===== src/rtl/trap_pkg.sv =====
// rtl/trap_pkg.sv - shared types, cause codes and mstatus field helpers for trap_ctrl
package trap_pkg;

    typedef enum logic [1:0] {
        ST_IDLE     = 2'd0,
        ST_SAVE     = 2'd1,
        ST_REDIRECT = 2'd2,
        ST_RESTORE  = 2'd3
    } trap_state_e;

    localparam logic [3:0] CAUSE_MSI = 4'd3;
    localparam logic [3:0] CAUSE_MTI = 4'd7;
    localparam logic [3:0] CAUSE_MEI = 4'd11;

    localparam int MSTATUS_MIE    = 3;
    localparam int MSTATUS_MPIE   = 7;
    localparam int MSTATUS_MPP_LO = 11;
    localparam int MSTATUS_MPP_HI = 12;

    // Trap entry: stash MIE in MPIE, mask interrupts, record machine mode as previous.
    function automatic logic [31:0] mstatus_on_trap(input logic [31:0] ms);
        logic [31:0] r;
        r = ms;
        r[MSTATUS_MPIE] = ms[MSTATUS_MIE];
        r[MSTATUS_MIE]  = 1'b0;
        r[MSTATUS_MPP_HI:MSTATUS_MPP_LO] = 2'b11;
        return r;
    endfunction

    // Trap return: MIE comes back from MPIE, MPIE re-armed, previous mode stays machine.
    function automatic logic [31:0] mstatus_on_mret(input logic [31:0] ms);
        logic [31:0] r;
        r = ms;
        r[MSTATUS_MIE]  = ms[MSTATUS_MPIE];
        r[MSTATUS_MPIE] = 1'b1;
        r[MSTATUS_MPP_HI:MSTATUS_MPP_LO] = 2'b11;
        return r;
    endfunction

endpackage


===== src/rtl/trap_irq_sel.sv =====
// rtl/trap_irq_sel.sv - interrupt enable masking and fixed-priority cause encoder
module trap_irq_sel
    import trap_pkg::*;
(
    input  logic       mstatus_mie_i,
    input  logic       mie_ext_i,
    input  logic       mie_sw_i,
    input  logic       mie_timer_i,
    input  logic       irq_ext_i,
    input  logic       irq_sw_i,
    input  logic       irq_timer_i,
    output logic       valid_o,
    output logic [3:0] cause_o
);

    logic en_ext;
    logic en_sw;
    logic en_timer;

    assign en_ext   = mstatus_mie_i & mie_ext_i   & irq_ext_i;
    assign en_sw    = mstatus_mie_i & mie_sw_i    & irq_sw_i;
    assign en_timer = mstatus_mie_i & mie_timer_i & irq_timer_i;

    // Priority among enabled lines: external, then software, then timer.
    always_comb begin
        valid_o = 1'b1;
        cause_o = 4'd0;
        if (en_ext) begin
            cause_o = CAUSE_MEI;
        end else if (en_sw) begin
            cause_o = CAUSE_MSI;
        end else if (en_timer) begin
            cause_o = CAUSE_MTI;
        end else begin
            valid_o = 1'b0;
        end
    end

endmodule


===== src/rtl/trap_ctrl.sv =====
// rtl/trap_ctrl.sv - machine-mode trap/MRET sequencer; TRAP_VECTORED_EN enables vectored interrupt targets
module trap_ctrl
    import trap_pkg::*;
(
    input  logic        clk_i,
    input  logic        rst_i,
    input  logic        exc_valid_i,
    input  logic [3:0]  exc_cause_i,
    input  logic [31:0] exc_pc_i,
    input  logic [31:0] exc_tval_i,
    input  logic        irq_ext_i,
    input  logic        irq_sw_i,
    input  logic        irq_timer_i,
    input  logic [31:0] irq_pc_i,
    input  logic        mret_i,
    input  logic [31:0] mstatus_i,
    input  logic [31:0] mie_i,
    input  logic [31:0] mtvec_i,
    input  logic [31:0] mepc_i,
    output logic        we_exc_o,
    output logic [31:0] mcause_d_o,
    output logic [31:0] mepc_d_o,
    output logic [31:0] mtval_d_o,
    output logic [31:0] mstatus_d_o,
    output logic        redirect_o,
    output logic [31:0] redirect_pc_o,
    output logic        stall_o,
    output logic [31:0] mip_o
);

    trap_state_e state_q, state_d;
    logic        irq_q, irq_d;
    logic [3:0]  cause_q, cause_d;
    logic [29:0] epc_q, epc_d;
    logic [31:0] tval_q, tval_d;

    logic        irq_valid;
    logic [3:0]  irq_cause;
    logic [31:0] trap_base;
    logic [31:0] trap_target;
    logic        unused_bits;

    trap_irq_sel u_irq_sel (
        .mstatus_mie_i (mstatus_i[MSTATUS_MIE]),
        .mie_ext_i     (mie_i[CAUSE_MEI]),
        .mie_sw_i      (mie_i[CAUSE_MSI]),
        .mie_timer_i   (mie_i[CAUSE_MTI]),
        .irq_ext_i     (irq_ext_i),
        .irq_sw_i      (irq_sw_i),
        .irq_timer_i   (irq_timer_i),
        .valid_o       (irq_valid),
        .cause_o       (irq_cause)
    );

    assign mip_o = {20'b0, irq_ext_i, 3'b0, irq_timer_i, 3'b0, irq_sw_i, 3'b0};

    assign trap_base = {mtvec_i[31:2], 2'b00};

`ifdef TRAP_VECTORED_EN
    assign trap_target = (irq_q && (mtvec_i[1:0] == 2'b01))
                       ? trap_base + {26'b0, cause_q, 2'b00}
                       : trap_base;
    assign unused_bits = ^{mie_i[31:12], mie_i[10:8], mie_i[6:4], mie_i[2:0],
                           exc_pc_i[1:0], irq_pc_i[1:0]};
`else
    assign trap_target = trap_base;
    assign unused_bits = ^{mie_i[31:12], mie_i[10:8], mie_i[6:4], mie_i[2:0],
                           exc_pc_i[1:0], irq_pc_i[1:0], mtvec_i[1:0], cause_q[3]};
`endif

    // State and trap latches; reset abandons any trap or MRET in flight.
    always_ff @(posedge clk_i or negedge rst_i) begin
        if (!rst_i) begin
            state_q <= ST_IDLE;
            irq_q   <= 1'b0;
            cause_q <= 4'd0;
            epc_q   <= 30'd0;
            tval_q  <= 32'd0;
        end else begin
            state_q <= state_d;
            irq_q   <= irq_d;
            cause_q <= cause_d;
            epc_q   <= epc_d;
            tval_q  <= tval_d;
        end
    end

    // Next state: requests are only looked at in IDLE; stall covers the accepting cycle.
    always_comb begin
        state_d = state_q;
        irq_d   = irq_q;
        cause_d = cause_q;
        epc_d   = epc_q;
        tval_d  = tval_q;
        stall_o = 1'b1;
        unique case (state_q)
            ST_IDLE: begin
                stall_o = 1'b0;
                if (exc_valid_i) begin
                    state_d = ST_SAVE;
                    irq_d   = 1'b0;
                    cause_d = exc_cause_i;
                    epc_d   = exc_pc_i[31:2];
                    tval_d  = exc_tval_i;
                    stall_o = 1'b1;
                end else if (irq_valid) begin
                    state_d = ST_SAVE;
                    irq_d   = 1'b1;
                    cause_d = irq_cause;
                    epc_d   = irq_pc_i[31:2];
                    tval_d  = 32'd0;
                    stall_o = 1'b1;
                end else if (mret_i) begin
                    state_d = ST_RESTORE;
                    stall_o = 1'b1;
                end
            end
            ST_SAVE:     state_d = ST_REDIRECT;
            ST_REDIRECT: state_d = ST_IDLE;
            ST_RESTORE:  state_d = ST_IDLE;
            default:     state_d = ST_IDLE;
        endcase
    end

    // CSR write port and fetch redirect, driven purely from the current state.
    always_comb begin
        we_exc_o      = 1'b0;
        mcause_d_o    = 32'd0;
        mepc_d_o      = 32'd0;
        mtval_d_o     = 32'd0;
        mstatus_d_o   = 32'd0;
        redirect_o    = 1'b0;
        redirect_pc_o = 32'd0;
        unique case (state_q)
            ST_SAVE: begin
                we_exc_o    = 1'b1;
                mcause_d_o  = {irq_q, 27'b0, cause_q};
                mepc_d_o    = {epc_q, 2'b00};
                mtval_d_o   = tval_q;
                mstatus_d_o = mstatus_on_trap(mstatus_i);
            end
            ST_REDIRECT: begin
                redirect_o    = 1'b1;
                redirect_pc_o = trap_target;
            end
            ST_RESTORE: begin
                we_exc_o      = 1'b1;
                mcause_d_o    = {irq_q, 27'b0, cause_q};
                mepc_d_o      = mepc_i;
                mtval_d_o     = tval_q;
                mstatus_d_o   = mstatus_on_mret(mstatus_i);
                redirect_o    = 1'b1;
                redirect_pc_o = mepc_i;
            end
            default: ;
        endcase
    end

endmodule


===== config.mk =====
export PLATFORM = sky130hd
export DESIGN_NAME = trap_ctrl
export DESIGN_NICKNAME = d
export VERILOG_FILES = /design/src/rtl/trap_pkg.sv /design/src/rtl/trap_irq_sel.sv /design/src/rtl/trap_ctrl.sv
export SDC_FILE = /design/constraint.sdc
export NUM_CORES = 1
export LEC_CHECK = 0
export BUFFER_PORTS_ARGS = -buffer_cell sky130_fd_sc_hd__buf_4
export CORE_AREA = 3 3 165 167
export DETAILED_ROUTE_END_ITERATION = 6
export DIE_AREA = 0 0 168 170
export PLACE_DENSITY = 0.57
export REMOVE_ABC_BUFFERS = 1
export SLEW_MARGIN = 20
export SYNTH_ARGS = -nofsm -noshare
export SYNTH_HDL_FRONTEND = slang
export SYNTH_HIERARCHICAL = 1
export SYNTH_SLANG_ARGS = --single-unit

===== constraint.sdc =====
create_clock -name clk_i -period 2.2 [get_ports clk_i]
set_input_delay 0.22 -clock clk_i [delete_from_list [all_inputs] [get_ports clk_i]]
set_output_delay 0.22 -clock clk_i [all_outputs]
set_load 0.05 [all_outputs]

==> impl_metrics.env <==
export IMPL_worstPathMaxFanout=21
export IMPL_dpl_worst_slack_ps=292
export IMPL_worst_hold_slack_ps=93.8
export IMPL_drc_errors=0
export IMPL_grt_max_degree=85
export IMPL_drt_wirelength_per_cell_um=16.3
export IMPL_drtPass1Iterations=4
export IMPL_cts_sinks=69
export IMPL_max_stage_delay_ps=650
export IMPL_place_congestion=0.713
export IMPL_cts_clk_slew_worst_paths_ps=60
export IMPL_crit_type="reg -> out"
export IMPL_rrSetupSlack_ps=580
export IMPL_setup_slack_ps=201
export IMPL_critPathArrivalTime_ps=1780
export IMPL_place_inst=1114
export IMPL_viasPerCell=3.91
export IMPL_rows=59
export IMPL_post_route_min_period_ps=2000
export IMPL_ys_ff_latch=69
export IMPL_required_ps=1980
export IMPL_root_buffer="clkbuf_16"
export IMPL_postCtsSetupBuffers=0
export IMPL_vias=4425
export IMPL_syn_to_final_growth_pct=57.3
export IMPL_status="finished, final reports clean"
export IMPL_numCtsBuffers=9
export IMPL_async_reset_ff_frac=1.00
export IMPL_die_area_um2=28600
export IMPL_skew_ps=7.43
export IMPL_synth_edf_count=0
export IMPL_cts_tree="done"
export IMPL_core_um2=25900
export IMPL_whs_path_depth=2
export IMPL_fp_dieH_um=170
export IMPL_worst_pin_slew_ps=633
export IMPL_slew_headroom=0.578
export IMPL_period_share=0.909
export IMPL_syn_area_per_cell_um2=10.7
export IMPL_clk_path_buf_depth=2
export IMPL_grt_pass1_wl_mm=26.6
export IMPL_htreeDepth=3
export IMPL_leakagePower_nw=4.11
export IMPL_drtAntennaViolNets=0
export IMPL_worstReg2RegStart="state_q[1]"
export IMPL_critPathBufInv=2
export IMPL_cp_common_cell="buf_4"
export IMPL_antennaDiodeCount=0
export IMPL_cap_violations=0
export IMPL_portBuffers=336
export IMPL_synth_flop_cell="dfrtp_1"
export IMPL_antenna_found_initial=0
export IMPL_synth_top_cells_by_area="dfrtp_1, mux2i_1, buf_4"
export IMPL_power_density_nw_per_um2=1460
export IMPL_grtUsageTotal=0.121
export IMPL_utilization=0.311
export IMPL_synth_area_leader_cell="dfrtp_1"
export IMPL_hold_viol=0
export IMPL_finalMaxSlewViolations=0
export IMPL_first_iter_violations=108
export IMPL_fmax_mhz=500
export IMPL_start_util=0.198
export IMPL_path_delay_family="flip-flops"
export IMPL_syn_cell_area_um2=5130
export IMPL_start_kind="register"
export IMPL_hp_start="exc_tval_i[0]"
export IMPL_syn_inst=481
export IMPL_io_pins=430
export IMPL_path_cells="buf_4 -> mux2i_1 -> nor2b_1 -> buf_4"
export IMPL_grt_pass1_vias=4500
export IMPL_die_width_um=168
export IMPL_cts_repair_resize_count=0
export IMPL_clock_latency_ps=340
export IMPL_dpl_hpwl_mm=14.0
export IMPL_synthDistinctLibCells=25
export IMPL_layoutNonFillerInstCount=1131
export IMPL_grt_remaining_overflow=0
export IMPL_regToRegEndpoint="epc_q[3]"
export IMPL_reg2reg_depth=4
export IMPL_hold_class="in -> reg"
export IMPL_ys_seq_area_frac=0.337
export IMPL_yosysWarnings=6
export IMPL_crit_path_end_kind="primary output"
export IMPL_min_delay_worst_endpoint="tval_q[0]"
export IMPL_routed_wl_mm=18.4
export IMPL_critical_path_slowest_cell="dfrtp_4"
export IMPL_nNetsFinal=1026
export IMPL_yosys_area_top_type_share=0.337
export IMPL_rsz0062_at_grt="false"
export IMPL_max_vdd_ir_drop_mv=0.659
export IMPL_finalSetupViolCount=0
export IMPL_drive_above_1_share=0.552
==> worst reg2reg max path, cell delays in order (launching register included) <==
cell	delay (ps)
dfrtp_4	650
nor2_4	90
o21ai_4	110
buf_12	260
mux2_2	400
==> per-stage QoR <==
stage / total power, mW / cell area (µm²) / setup TNS [ps]
2_1_floorplan: 7.45 / 4600 / -404730
4_1_cts: 12.0 / 8070 / 0
5_1_grt: 12.4 / 8070 / 0
3_3_place_gp: 10.2 / 7730 / 0
3_5_place_dp: 10.2 / 7730 / 0
6_report: 11.8 / 8070 / 0
==> placed cells by master (no fill, tap or decap), types with 3 or more instances in the layout <==
master	Yosys	layout
a22o_1	32	32
and2_1	66	66
and3_1	3	3
buf_12	0	6
buf_4	71	343
clkbuf_16	0	9
conb_1	1	56
dfrtp_1	69	67
mux2_2	40	40
mux2_4	28	28
mux2i_1	60	60
nor2b_1	60	60
==> worst max-delay path by stage <==
stage | from | end | slack, ps | depth (start not counted)
final | state_q[1] | mepc_d_o[8] | 200 | 4
after floorplan | state_q[0] | cause_q[0] | -2300 | 3
after detailed placement | irq_ext_i | epc_q[6] | 290 | 7
after global placement | irq_ext_i | epc_q[3] | 300 | 7
after global routing | state_q[1] | mepc_d_o[28] | 100 | 4
after CTS | state_q[1] | mepc_d_o[8] | 160 | 4
==> cell usage after synthesis (all sizes together), types with 2 or more instances <==
cell / count
mux2i: 60
nand2: 2
a21oi: 2
dfrtp: 69
buf: 90
nor3: 2
and2: 66
nor2: 3
and3: 4
a22o: 32
mux2: 68
nor2b: 60
clkbuf: 16
==> final cells by class <==
cell class | instances | area, µm²
clock buffer | 10 | 239
sequential | 69 | 1730
tap | 335 | 419
multi-input combinational | 360 | 2880
inverter | 1 | 3.75
timing repair buffer | 350 | 2710
fill | 2744 | 17800
clock inverter | 6 | 93.8
==> kinds of logic (layout without fill, tap and decap cells) <==
logic type | count (synthesis) | after routing | share of synthesized area
flip-flops | 69 | 69 | 0.337
buffers and inverters | 107 | 367 | 0.145
multiplexers | 128 | 128 | 0.287
AND/OR/NAND/NOR | 138 | 138 | 0.168
other | 1 | 56 | 0.000731
AO/OA/AOI/OAI | 38 | 38 | 0.0637
==> where the power goes <==
group | internal, mW | switching [mW]
registers | 1.89 | 0.379
clock network | 1.04 | 0.644
logic | 2.86 | 4.98
total | 5.78 | 6.01
==> routing by layer <==
metal  wire length [µm]  vias up  global-route usage
met4                129        0              0.0238
met3               1810        9              0.0460
met2               9250      219               0.214
met5                  0        -                   0
li1                   -     2125                   -
met1               7210     2072               0.140
==> repair_timing <==
item	CTS	global route
hold buffers	1	0
hold endpoints to repair	35	0
endpoints found under the setup margin	0	0
==> sequential cells by signal (all words and copies together), names as in the netlist <==
name,count
epc_q,30
cause_q,4
tval_q,32
irq_q,1
state_q,2
(Power assumes the default switching activity.)
